## config.mk

```make
export PLATFORM = sky130hd
export DESIGN_NAME = oled_pic_streamer
export DESIGN_NICKNAME = d
export VERILOG_FILES = /design/src/rtl/oled_pkg.sv /design/src/rtl/oled_addr_gen.sv /design/src/rtl/oled_pic_streamer.sv
export SDC_FILE = /design/constraint.sdc
export NUM_CORES = 1
export LEC_CHECK = 0
export ABC_CLOCK_PERIOD_IN_PS = 4100
export BUFFER_PORTS_ARGS = -buffer_cell sky130_fd_sc_hd__buf_2
export CAP_MARGIN = 20
export CORE_MARGIN = 2
export CORE_UTILIZATION = 60
export CTS_BUF_LIST = sky130_fd_sc_hd__clkbuf_4
export DETAILED_ROUTE_END_ITERATION = 10
export PLACE_DENSITY = 0.89
export SLEW_MARGIN = 25
export SYNTH_ARGS = -nofsm -noshare
export SYNTH_HDL_FRONTEND = slang
export SYNTH_SLANG_ARGS = --single-unit
```

## constraint.sdc

```tcl
create_clock -name clk -period 4.1 [get_ports clk]
set_input_delay 0.205 -clock clk [delete_from_list [all_inputs] [get_ports clk]]
set_output_delay 0.205 -clock clk [all_outputs]
set_load 0.01 [all_outputs]
```

## src/rtl/oled_pkg.sv

```systemverilog
// Shared FSM state encoding and derived-width helpers for the OLED picture streamer.
package oled_pkg;

  typedef enum logic [2:0] {
    ST_IDLE,
    ST_ISSUE,
    ST_WAIT,
    ST_PRESENT,
    ST_DONE
  } state_t;

  localparam int unsigned DEF_COLS     = 128;
  localparam int unsigned DEF_PAGES    = 8;
  localparam int unsigned DEF_NUM_PICS = 4;
  localparam int unsigned DEF_ROM_LAT  = 1;

  // Index width for a power-of-two count; never below one bit.
  function automatic int unsigned idx_w(input int unsigned n);
    return (n <= 1) ? 1 : $clog2(n);
  endfunction

  function automatic int unsigned addr_w(input int unsigned cols, input int unsigned pages,
                                         input int unsigned pics);
    return idx_w(pics) + idx_w(pages) + idx_w(cols);
  endfunction

endpackage

```

## src/rtl/oled_addr_gen.sv

```systemverilog
// Column/page counters and ROM address register, updated on frame clear or byte advance.
module oled_addr_gen
  import oled_pkg::*;
#(
  parameter int unsigned COLS     = DEF_COLS,
  parameter int unsigned PAGES    = DEF_PAGES,
  parameter int unsigned NUM_PICS = DEF_NUM_PICS,
  localparam int unsigned COL_W   = idx_w(COLS),
  localparam int unsigned PAGE_W  = idx_w(PAGES),
  localparam int unsigned PIC_W   = idx_w(NUM_PICS),
  localparam int unsigned AW      = PIC_W + PAGE_W + COL_W
) (
  input  logic              clk,
  input  logic              rst,
  input  logic              i_clear,
  input  logic              i_inc,
  input  logic [PIC_W-1:0]  i_pic,
  input  logic              i_mirror,
  output logic [COL_W-1:0]  o_col,
  output logic [PAGE_W-1:0] o_page,
  output logic              o_last_col,
  output logic              o_last_page,
  output logic [AW-1:0]     o_addr
);

  logic [COL_W-1:0]  r_col;
  logic [PAGE_W-1:0] r_page;
  logic [AW-1:0]     r_addr;
  logic [COL_W-1:0]  w_col_nxt;
  logic [PAGE_W-1:0] w_page_nxt;

  assign o_col       = r_col;
  assign o_page      = r_page;
  assign o_addr      = r_addr;
  assign o_last_col  = (r_col == COL_W'(COLS - 1));
  assign o_last_page = (r_page == PAGE_W'(PAGES - 1));

  always_comb begin
    w_col_nxt  = r_col;
    w_page_nxt = r_page;
    if (i_clear) begin
      w_col_nxt  = '0;
      w_page_nxt = '0;
    end else if (i_inc) begin
      w_col_nxt = r_col + COL_W'(1);
      if (o_last_col) w_page_nxt = r_page + PAGE_W'(1);
    end
  end

  // The address is loaded together with the counters so it is already on the
  // ROM bus during ISSUE; with COLS a power of two, COLS-1-col is just ~col.
  always_ff @(posedge clk or negedge rst) begin
    if (!rst) begin
      r_col  <= '0;
      r_page <= '0;
      r_addr <= '0;
    end else if (i_clear || i_inc) begin
      r_col  <= w_col_nxt;
      r_page <= w_page_nxt;
      r_addr <= {i_pic, w_page_nxt, (i_mirror ? ~w_col_nxt : w_col_nxt)};
    end
  end

endmodule

```

## src/rtl/oled_pic_streamer.sv

```systemverilog
// Streams one picture from a synchronous ROM to the pixel driver over valid/ready,
// with picture select, invert, mirror and auto-refresh. rst is asynchronous, active-low.
module oled_pic_streamer
  import oled_pkg::*;
#(
  parameter int unsigned COLS     = DEF_COLS,
  parameter int unsigned PAGES    = DEF_PAGES,
  parameter int unsigned NUM_PICS = DEF_NUM_PICS,
  parameter int unsigned ROM_LAT  = DEF_ROM_LAT,
  localparam int unsigned COL_W   = idx_w(COLS),
  localparam int unsigned PAGE_W  = idx_w(PAGES),
  localparam int unsigned PIC_W   = idx_w(NUM_PICS),
  localparam int unsigned AW      = PIC_W + PAGE_W + COL_W
) (
  input  logic              clk,
  input  logic              rst,
  input  logic              start,
  input  logic              auto_refresh,
  input  logic [PIC_W-1:0]  pic_sel,
  input  logic              invert,
  input  logic              mirror,
  output logic [AW-1:0]     rom_addr,
  input  logic [7:0]        rom_data,
  output logic [7:0]        byte_data,
  output logic              byte_valid,
  input  logic              byte_ready,
  output logic              page_start,
  output logic [PAGE_W-1:0] cur_page,
  output logic              frame_done,
  output logic              busy
);

  state_t            r_state;
  logic [PIC_W-1:0]  r_pic;
  logic              r_inv;
  logic              r_mir;
  logic              r_from_done;
  logic [1:0]        r_lat;
  logic [7:0]        r_byte_data;
  logic              r_byte_valid;
  logic              r_page_start;
  logic [PAGE_W-1:0] r_cur_page;
  logic              r_frame_done;
  logic              r_busy;

  logic              w_start;
  logic              w_xfer;
  logic              w_last;
  logic [COL_W-1:0]  w_col;
  logic [PAGE_W-1:0] w_page;
  logic              w_last_col;
  logic              w_last_page;
  logic [PIC_W-1:0]  w_pic;
  logic              w_mir;

  assign w_start = (r_state == ST_IDLE) && (start || (auto_refresh && r_from_done));
  assign w_xfer  = (r_state == ST_PRESENT) && r_byte_valid && byte_ready;
  assign w_last  = w_last_col && w_last_page;
  // The first address of a frame must use the selections being latched this cycle.
  assign w_pic   = w_start ? pic_sel : r_pic;
  assign w_mir   = w_start ? mirror  : r_mir;

  oled_addr_gen #(
    .COLS     (COLS),
    .PAGES    (PAGES),
    .NUM_PICS (NUM_PICS)
  ) u_addr_gen (
    .clk         (clk),
    .rst         (rst),
    .i_clear     (w_start),
    .i_inc       (w_xfer && !w_last),
    .i_pic       (w_pic),
    .i_mirror    (w_mir),
    .o_col       (w_col),
    .o_page      (w_page),
    .o_last_col  (w_last_col),
    .o_last_page (w_last_page),
    .o_addr      (rom_addr)
  );

  assign byte_data  = r_byte_data;
  assign byte_valid = r_byte_valid;
  assign page_start = r_page_start;
  assign cur_page   = r_cur_page;
  assign frame_done = r_frame_done;
  assign busy       = r_busy;

  always_ff @(posedge clk or negedge rst) begin
    if (!rst) begin
      r_state      <= ST_IDLE;
      r_pic        <= '0;
      r_inv        <= 1'b0;
      r_mir        <= 1'b0;
      r_from_done  <= 1'b0;
      r_lat        <= '0;
      r_byte_data  <= '0;
      r_byte_valid <= 1'b0;
      r_page_start <= 1'b0;
      r_cur_page   <= '0;
      r_frame_done <= 1'b0;
      r_busy       <= 1'b0;
    end else begin
      r_from_done <= 1'b0;
      case (r_state)
        ST_IDLE: begin
          if (w_start) begin
            r_pic   <= pic_sel;
            r_inv   <= invert;
            r_mir   <= mirror;
            r_busy  <= 1'b1;
            r_state <= ST_ISSUE;
          end
        end
        ST_ISSUE: begin
          r_lat   <= '0;
          r_state <= ST_WAIT;
        end
        ST_WAIT: begin
          if (r_lat == 2'(ROM_LAT - 1)) begin
            r_byte_data  <= rom_data ^ {8{r_inv}};
            r_byte_valid <= 1'b1;
            r_page_start <= (w_col == '0);
            r_cur_page   <= w_page;
            r_state      <= ST_PRESENT;
          end else begin
            r_lat <= r_lat + 2'd1;
          end
        end
        ST_PRESENT: begin
          if (w_xfer) begin
            r_byte_valid <= 1'b0;
            r_page_start <= 1'b0;
            if (w_last) begin
              r_frame_done <= 1'b1;
              r_state      <= ST_DONE;
            end else begin
              r_state <= ST_ISSUE;
            end
          end
        end
        ST_DONE: begin
          r_frame_done <= 1'b0;
          r_busy       <= 1'b0;
          r_from_done  <= 1'b1;
          r_state      <= ST_IDLE;
        end
        default: r_state <= ST_IDLE;
      endcase
    end
  end

endmodule

```

==> results of run 1 <==
[what timing repair did]
action                                 CTS  global route
resized for setup                        0             0
endpoints found under the hold margin    0            44
hold buffers                             0             1
[stage by stage]
stage	power, mW	worst slack, ns	cells	hold slack [ns]
6_report	1.64	1.88	312	0.0551
5_1_grt	1.74	1.75	312	0.0453
4_1_cts	1.64	1.94	311	0.00200
3_5_place_dp	1.36	1.96	303	0.396
3_3_place_gp	1.33	2.04	303	0.394
2_1_floorplan	1.16	2.18	226	-0.0906
[worst reg2reg max path, stage by stage (launching register included)]
cell,delay [ns]
dfrtp_1,0.54
nand2b_1,0.18
nand2b_1,0.52
o21ai_1,0.47
mux2_2,0.39
[kinds of logic after synthesis]
group,after synthesis
AND/OR/NAND/NOR,70
AO/OA/AOI/OAI,59
XOR/XNOR,16
multiplexers,9
adder cells (fa/ha/maj),5
flip-flops,44
buffers and inverters,23
[power breakdown]
group	switching [mW]	total, mW	internal, mW
registers	0.139	0.713	0.574
clock network	0.135	0.270	0.134
logic	0.355	0.655	0.300
[state kept, by name (all words and copies together), names as in the netlist, 2 cells and up]
name,count
r_pic,2
byte_data,8
u_addr_gen.o_addr,12
r_lat,2
cur_page,3
u_addr_gen.o_col,7
r_state,3
[synthesized netlist by cell type, types with 2 or more instances]
| library cell | instances | area, um^2 |
|---|---|---|
| nand2b_1 | 4 | 25.0 |
| ha_1 | 5 | 62.6 |
| clkbuf_1 | 5 | 18.8 |
| nor3_1 | 2 | 10.0 |
| or4b_1 | 2 | 20.0 |
| a211oi_1 | 2 | 15.0 |
| a21oi_1 | 21 | 105 |
| a21o_1 | 4 | 30.0 |
| and2_1 | 3 | 18.8 |
| buf_6 | 3 | 33.8 |
| buf_2 | 6 | 30.0 |
| a31oi_1 | 4 | 25.0 |
| xnor2_1 | 15 | 131 |
| and3_1 | 2 | 12.5 |
| or4_1 | 4 | 30.0 |
| nor2_1 | 19 | 71.3 |
| mux2_2 | 6 | 67.6 |
| mux2i_1 | 2 | 20.0 |
| nand3_1 | 11 | 55.1 |
| inv_1 | 8 | 30.0 |
| dfrtp_1 | 44 | 1100 |
| a221oi_1 | 2 | 17.5 |
| o31ai_1 | 5 | 37.5 |
| o21ai_0 | 8 | 40.0 |
| nand2_1 | 14 | 52.6 |
| or3_1 | 3 | 18.8 |
| o21ai_1 | 5 | 25.0 |
[layer usage]
layer  track usage (%)  vias up  wire (um)
li1                  -      884          -
met1              30.5      910       2130
met2              38.1       78       2430
met3              6.85        5        327
met4              7.55        0         48
met5                 0        -          0
[final cells by class]
type	count	area share (%)
flip-flops and latches	44	43.2
repair buffers	45	9.24
multi-input cells	159	40.8
clock inverters	2	1.38
well taps	48	2.36
inverters	8	1.18
clock buffers	6	1.77
[worst paths after layout]
kind | startpoint | end | slack (ns)
worst max register to register | r_state[1] | u_addr_gen.o_addr[11] | 1.88
worst min register to register | r_lat[0] | r_lat[0] | 0.49
min in group asynchronous | rst | busy | 0.34
worst max-delay path | r_state[1] | u_addr_gen.o_addr[11] | 1.88
max in group asynchronous | rst | r_state[2] | 3.38
worst min-delay path | invert | r_inv | 0.06
==> reports/results.tsv, run 1 <==
metric	value	unit
worst_ep_arrival_time	2.46	ns
dpl_cell_area	2450	um^2
setup_viol	0	
clkLatencyLatePin	0.36	ns
io_buffers	43	
synth_area	2260	um^2
timing.final.crit_share	54.2	%
multi_input_area	1040	um^2
path_cells	nand2b_1 > nand2b_1 > o21ai_1 > mux2_2	
hpwl	3.43	mm
postLayoutCellArea	2550	um^2
dr.pass1.iters	4	
cp.depth	4	
vias	1877	
start_util	62.1	%
r2r_cells	4	
antenna_found_initial	0	
nFillCells	252	
layout_commonest_cell	dfrtp_1	
hold_violations	0	
cts_setup_buffers	0	
synth-compound-area-share	16.4	%
syn-num-nets	248	
power.density	643	nW/um^2
fin_nets	285	
placeableCoreArea	3630	um^2
n_antenna_cell	0	
grt_pass1_vias	1640	
seq_area	1100	um^2
htreeDepth	2	
ys_seq_elements	44	
required	4.34	ns
worstSetupPathType	flop to flop	
status	finished, final reports clean	
cts_root_buf	clkbuf_4	
rsz0062_at_grt	no	
synth-xor-area-share	6.21	%
synth_top_family_by_area	compound AO/OA/AOI/OAI gates	
globalplace.congestion	0.866	
die_y	65.3	um
clock_skew	0.0171	ns
power_leakage	1.15	nW
synth-edff-count	0	
grt.total_usage	23.5	%
overflow	0	
fin_util	70.1	%
vias_per_cell	6.02	
wl	4.94	mm
cp_common_cell	nand2b_1	
slowest_delay	0.54	ns
crit_buf_inv	0	
cpLargestDelayFamily	simple AND/OR/NAND/NOR gates	
cp_max_fo	23	
final_cell_mix	dfrtp_1 (44), buf_2 (42), a21oi_1 (21), nor2_1 (19), xnor2_1 (15)	
period_needed	2.22	ns
cts_tree	built	
ys_warn_count	0	
tns	0	ns
synth_mux_area_share	4.38	%
syn_avg_cell_area	9.99	um^2
synth-simple-area-share	16.3	%
grt_pass1_wl	7.62	mm
drtIter0Drc	221	
grt_max_degree	45	
hold_class	input port to flop	
worst_pin_slew	0.771	ns
end_kind	flop	
path_clk_slew	0.13	ns
ant_nets	0	
wl_per_cell	15.8	um
async_reset_ff_share	100	%
max-slew-margin-rel	48.6	%
synth_ff_type	dfrtp_1	
peakVddDrop	0.376	mV
holdPathStages	3	
drv_slew	0	
cap_violations	0	
syn2layout_area_growth	12.8	%
die_x	65.3	um
cp-start-kind	flop	
syn_inst	226	
numCtsBuffers	5	
fp.dieArea	4270	um^2
fmaxAchievable	450	MHz
yosys.area_share.adder	2.77	%
clock_path_buffers	2	
pin_count	44	
clkSinkCount	44	
rows	22	
ys_types	44	
drive_above_1_share	23.9	%
drc	0	
cp_slowest_cell	dfrtp_1	
ys_seq_area_share	48.8	%
No activity file was read; power rests on OpenSTA's default activity.
==> run 2: changes to the inputs <==
ABC_CLOCK_PERIOD_IN_PS = 2000   (was 4100)
CORE_UTILIZATION = 51   (was 60)
PLACE_DENSITY = 0.81   (was 0.89)
clock period = 2 ns   (was 4.1 ns; I/O delays follow)
==> reports/results.tsv, run 2 (synthesized netlist as in run 1, its figures left out) <==
metric	value	unit	change
required	2.28	ns	-2.06 ns
final_cell_mix	dfrtp_1 (44), buf_2 (43), a21oi_1 (21), nor2_1 (19), buf_4 (16)		
max-slew-margin-rel	58.6	%	+10 points
cp_common_cell	ha_1		
drtIter0Drc	98		-56%
power_leakage	1.23	nW	+7.0%
die_y	70.5	um	+7.9%
tns	0	ns	unchanged
wl	4.75	mm	-3.7%
crit_buf_inv	0		unchanged
cpLargestDelayFamily	simple AND/OR/NAND/NOR gates		
dp_slack	0.0653	ns	-1.89 ns
vias_per_cell	5.57		-7.5%
power.density	1260	nW/um^2	+96%
setup_ws	0.0494	ns	-1.83 ns
clkSinkCount	44		unchanged
largest_register_ffs	12		unchanged
worst_ep_arrival_time	2.23	ns	-0.23 ns
r2r_cells	5		+1
syn2layout_area_growth	19.5	%	
drv_slew	0		unchanged
htreeDepth	2		unchanged
cp.depth	5		+1
fmaxAchievable	513	MHz	+14%
slowest_delay	0.53	ns	about the same
globalplace.congestion	0.830		-4.1%
ant_nets	0		unchanged
drive_above_1_share	28.4	%	+4.5 points
cp-start-kind	flop		
vias	1859		-0.96%
fin_nets	303		+6.3%
fp.dieArea	4970	um^2	+17%
placeableCoreArea	4290	um^2	+18%
dr.pass1.iters	4		unchanged
clock_skew	0.00876	ns	-0.00839 ns
hpwl	3.57	mm	+4.1%
io_buffers	43		unchanged
clkLatencyLatePin	0.35	ns	about the same
overflow	0		unchanged
timing.final.crit_share	97.5	%	+43 points
holdPathStages	3		unchanged
cts_tree	built		
dpl_cell_area	2560	um^2	+4.2%
end_kind	flop		
cp_slowest_cell	or4b_1		
path_cells	ha_1 > ha_1 > and4_4 > or4b_1 > a31oi_1		
start_util	52.6	%	-9.6 points
drc	0		unchanged
cp_max_fo	16		-30%
status	finished, final reports clean		
die_x	70.5	um	+7.9%
numCtsBuffers	5		unchanged
postLayoutCellArea	2700	um^2	+5.9%
grt_pass1_vias	1779		+8.5%
worstSetupPathType	flop to flop		
pin_count	44		unchanged
layout_commonest_cell	dfrtp_1		
cap_violations	0		unchanged
hold_class	input port to flop		
grt_max_degree	28		-38%
wl_per_cell	14.2	um	-10%
rows	24		+9.1%
peakVddDrop	0.553	mV	+47%
setup_viol	0		unchanged
period_needed	1.95	ns	-0.270 ns
worst_pin_slew	0.621	ns	-0.150 ns
path_clk_slew	0.13	ns	about the same
n_antenna_cell	0		unchanged
cts_root_buf	clkbuf_4		
clock_path_buffers	2		unchanged
grt_pass1_wl	7.95	mm	+4.2%
grt.total_usage	20.0	%	-3.5 points
hold_violations	0		unchanged
antenna_found_initial	0		unchanged
==> run 2: cell types whose count changed in the layout (fill, tap and decap cells not counted) <==
cell / delta
buf_2: +1
buf_4: +14
clkbuf_4: -1
clkinvlp_4: +1
dlygate4sd3_1: +3
ha_1: -1
ha_2: +1
o21ai_1: -1
o21ai_2: +1
==> run 2: worst register-to-register path, cell delays in order, from the launching register on <==
cell,delay [ns]
dfrtp_1,0.44
ha_1,0.24
ha_1,0.24
and4_4,0.25
or4b_1,0.53
a31oi_1,0.20
==> run 2: what timing repair did <==
action | CTS | global route
endpoints found under the setup margin | 0 | 4
endpoints found under the hold margin | 27 | 1
gates resized for setup | 0 | 2
hold buffers | 3 | 1
buffers inserted | 0 | 2
==> run 2: final timing paths <==
kind                                       from              endpoint  slack [ns]
setup / recovery           u_addr_gen.o_addr[7]  u_addr_gen.o_addr[6]        0.05
hold / removal                      rom_data[3]          byte_data[3]        0.02
setup reg to reg           u_addr_gen.o_addr[7]  u_addr_gen.o_addr[6]        0.05
hold reg to reg                        r_lat[0]              r_lat[0]        0.50
max in group asynchronous                   rst              r_pic[1]        1.13
min in group asynchronous                   rst              r_lat[0]        0.28
==> run 2: through the flow <==
stage	hold slack (ns)	total power [mW]	utilization, %	instances
2_1_floorplan	-0.196	2.38	-	226
3_3_place_gp	0.144	2.80	59.5	320
3_5_place_dp	0.149	2.86	59.5	320
4_1_cts	0.00141	3.40	62.1	331
5_1_grt	0.0135	3.65	62.8	334
6_report	0.0209	3.40	62.8	334
==> run 2: area by class of cell <==
cell class	count	area (um^2)
clock buffers	5	37.5
inverters	8	30.0
repair buffers	63	375
fillers	335	1600
well taps	52	65.1
flip-flops and latches	44	1100
clock inverters	3	42.5
multi-input cells	159	1050
==> run 2: power breakdown <==
| part | internal, mW | switching (mW) | total (mW) |
|---|---|---|---|
| combinational | 0.684 | 0.769 | 1.45 |
| sequential | 1.18 | 0.225 | 1.40 |
| clock | 0.261 | 0.282 | 0.542 |
| total | 2.12 | 1.28 | 3.40 |
==> run 2: per-layer routing <==
metal / wire length [um] / up-vias / part of all wire (%) / global-route usage, %
met2: 2390 / 38 / 50 / 32.8
met4: 49 / 0 / 1.0 / 6.20
met1: 2130 / 894 / 45 / 26.5
met5: 0 / - / 0 / 0
met3: 183 / 6 / 3.8 / 4.33
li1: - / 921 / - / -
==> run 3: changes to the inputs <==
GPL_TIMING_DRIVEN = 1   (was default)
RECOVER_POWER = 25   (was default)
SLEW_MARGIN = default   (was 25)
==> reports/results.tsv, run 3 (synthesized netlist as in run 1, its figures left out) <==
metric	value	unit	change
dpl_cell_area	2560	um^2	unchanged
wl	4.75	mm	about the same
overflow	0		unchanged
path_cells	ha_1 > ha_1 > and4_4 > or4b_1 > a31oi_1		
clkSinkCount	44		unchanged
nFillCells	337		+0.60%
drv_slew	0		unchanged
worst_pin_slew	1.47	ns	+0.853 ns
grt.total_usage	20.0	%	unchanged
regToRegSetupSlack	0.05	ns	about the same
hold_class	input port to flop		
required	2.28	ns	about the same
vias	1863		+0.22%
status	finished, final reports clean		
max-slew-margin-rel	1.74	%	-57 points
final_cell_mix	dfrtp_1 (44), buf_2 (42), a21oi_1 (21), nor2_1 (19)		
power_leakage	1.22	nW	-0.28%
timing.final.crit_share	97.6	%	+0.11 points
cp_slowest_cell	or4b_1		
grt_max_degree	28		unchanged
cp-start-kind	flop		
power.density	1260	nW/um^2	+0.13%
peakVddDrop	0.553	mV	about the same
path_clk_slew	0.13	ns	about the same
grtUsageMet2	32.8	%	unchanged
grt_pass1_vias	1779		unchanged
cts_tree	built		
drtIter0Drc	114		+16%
cp.depth	5		unchanged
pin_count	44		unchanged
fp.dieArea	4970	um^2	unchanged
vias_per_cell	5.58		+0.22%
clkLatencyLatePin	0.35	ns	about the same
syn2layout_area_growth	19.3	%	
slowest_delay	0.55	ns	+0.02 ns
htreeDepth	2		unchanged
period_needed	1.95	ns	+0.00215 ns
grt_pass1_wl	7.95	mm	unchanged
setup_viol	0		unchanged
dp_slack	0.0653	ns	unchanged
layout_commonest_cell	dfrtp_1		
instances_no_fill	334		unchanged
top_usage_layer	met2		
cts_root_buf	clkbuf_4		
fmaxAchievable	512	MHz	-0.11%
worst_ep_arrival_time	2.24	ns	about the same
dp_cells	320		unchanged
clock_skew	0.00884	ns	+0.0000801 ns
largest_register_ffs	12		unchanged
antenna_found_initial	0		unchanged
cap_violations	0		unchanged
globalplace.congestion	0.830		unchanged
reg2reg_to	u_addr_gen.o_addr[5]		
cpLargestDelayFamily	simple AND/OR/NAND/NOR gates		
ant_nets	0		unchanged
use_met3	4.33	%	unchanged
io_buffers	43		unchanged
crit_buf_inv	0		unchanged
die_x	70.5	um	unchanged
dr.pass1.iters	4		unchanged
grt_use_met1	26.5	%	unchanged
hpwl	3.57	mm	unchanged
tns	0	ns	unchanged
n_antenna_cell	0		unchanged
cp_max_fo	16		unchanged
r2r-start	u_addr_gen.o_addr[7]		
rows	24		unchanged
drc	0		unchanged
worstSetupPathType	flop to flop		
die_y	70.5	um	unchanged
cp_common_cell	ha_1		
r2r_cells	5		unchanged
numCtsBuffers	5		unchanged
crit_end	u_addr_gen.o_addr[5]		
setup_ws	0.0472	ns	-0.00215 ns
placeableCoreArea	4290	um^2	unchanged
wl_per_cell	14.2	um	about the same
end_kind	flop		
start_util	52.6	%	unchanged
drive_above_1_share	28.0	%	-0.35 points
clock_path_buffers	2		unchanged
fin_nets	303		unchanged
postLayoutCellArea	2690	um^2	-0.14%
hold_violations	0		unchanged
crit_start	u_addr_gen.o_addr[7]		
[run 3: cell count changes in the layout (fill, tap and decap cells not counted)]
cell and delta:
buf_2 -1, buf_4 -1, clkbuf_1 +1, clkbuf_2 +1
[run 3: tightest hold or removal path: cells and delay by family]
kind                   cells  cell delay, ns
XOR/XNOR                   1            0.10
buffers and inverters      1            0.09
AO/OA/AOI/OAI              1            0.06
[run 3: how the worst min path moves through the flow]
stage	start	slack [ns]	end	cells after the start
after detailed placement	rst	0.15	r_lat[0]	1
after CTS	pic_sel[1]	0.001	r_pic[1]	2
final	rom_data[3]	0.02	byte_data[3]	3
after global placement	rst	0.14	r_lat[0]	1
after floorplan	rst	-0.20	busy	0
after global routing	rom_data[1]	0.01	byte_data[1]	3
[run 3: layout make-up]
type	instances	area, um^2	share of cell area, %
inverters	8	30.0	1.11
well taps	52	65.1	2.42
flip-flops and latches	44	1100	40.9
repair buffers	63	372	13.8
multi-input cells	159	1050	38.8
clock inverters	3	42.5	1.58
clock buffers	5	37.5	1.39
[run 3: power by group]
group          internal, mW  leakage, nW  switching, mW
sequential             1.18        0.547          0.225
clock                 0.261       0.0412          0.282
combinational         0.684        0.636          0.769
[run 3: repair_timing]
action	CTS	global route
hold buffers	3	1
resized for setup	0	2
endpoints found under the setup margin	0	4
endpoints found under the hold margin	27	1
setup buffers	0	2
[run 3: stage by stage]
stage	util [%]	hold WS, ns	total power, mW
2_1_floorplan	-	-0.196	2.38
3_3_place_gp	59.5	0.144	2.80
3_5_place_dp	59.5	0.149	2.86
4_1_cts	62.1	0.00141	3.40
5_1_grt	62.7	0.0135	3.65
6_report	62.7	0.0187	3.40
[run 3: routing by layer]
metal	routed length (um)	up-vias
met1	2130	899
li1	-	922
met3	186	5
met4	48	0
met5	0	-
met2	2390	37
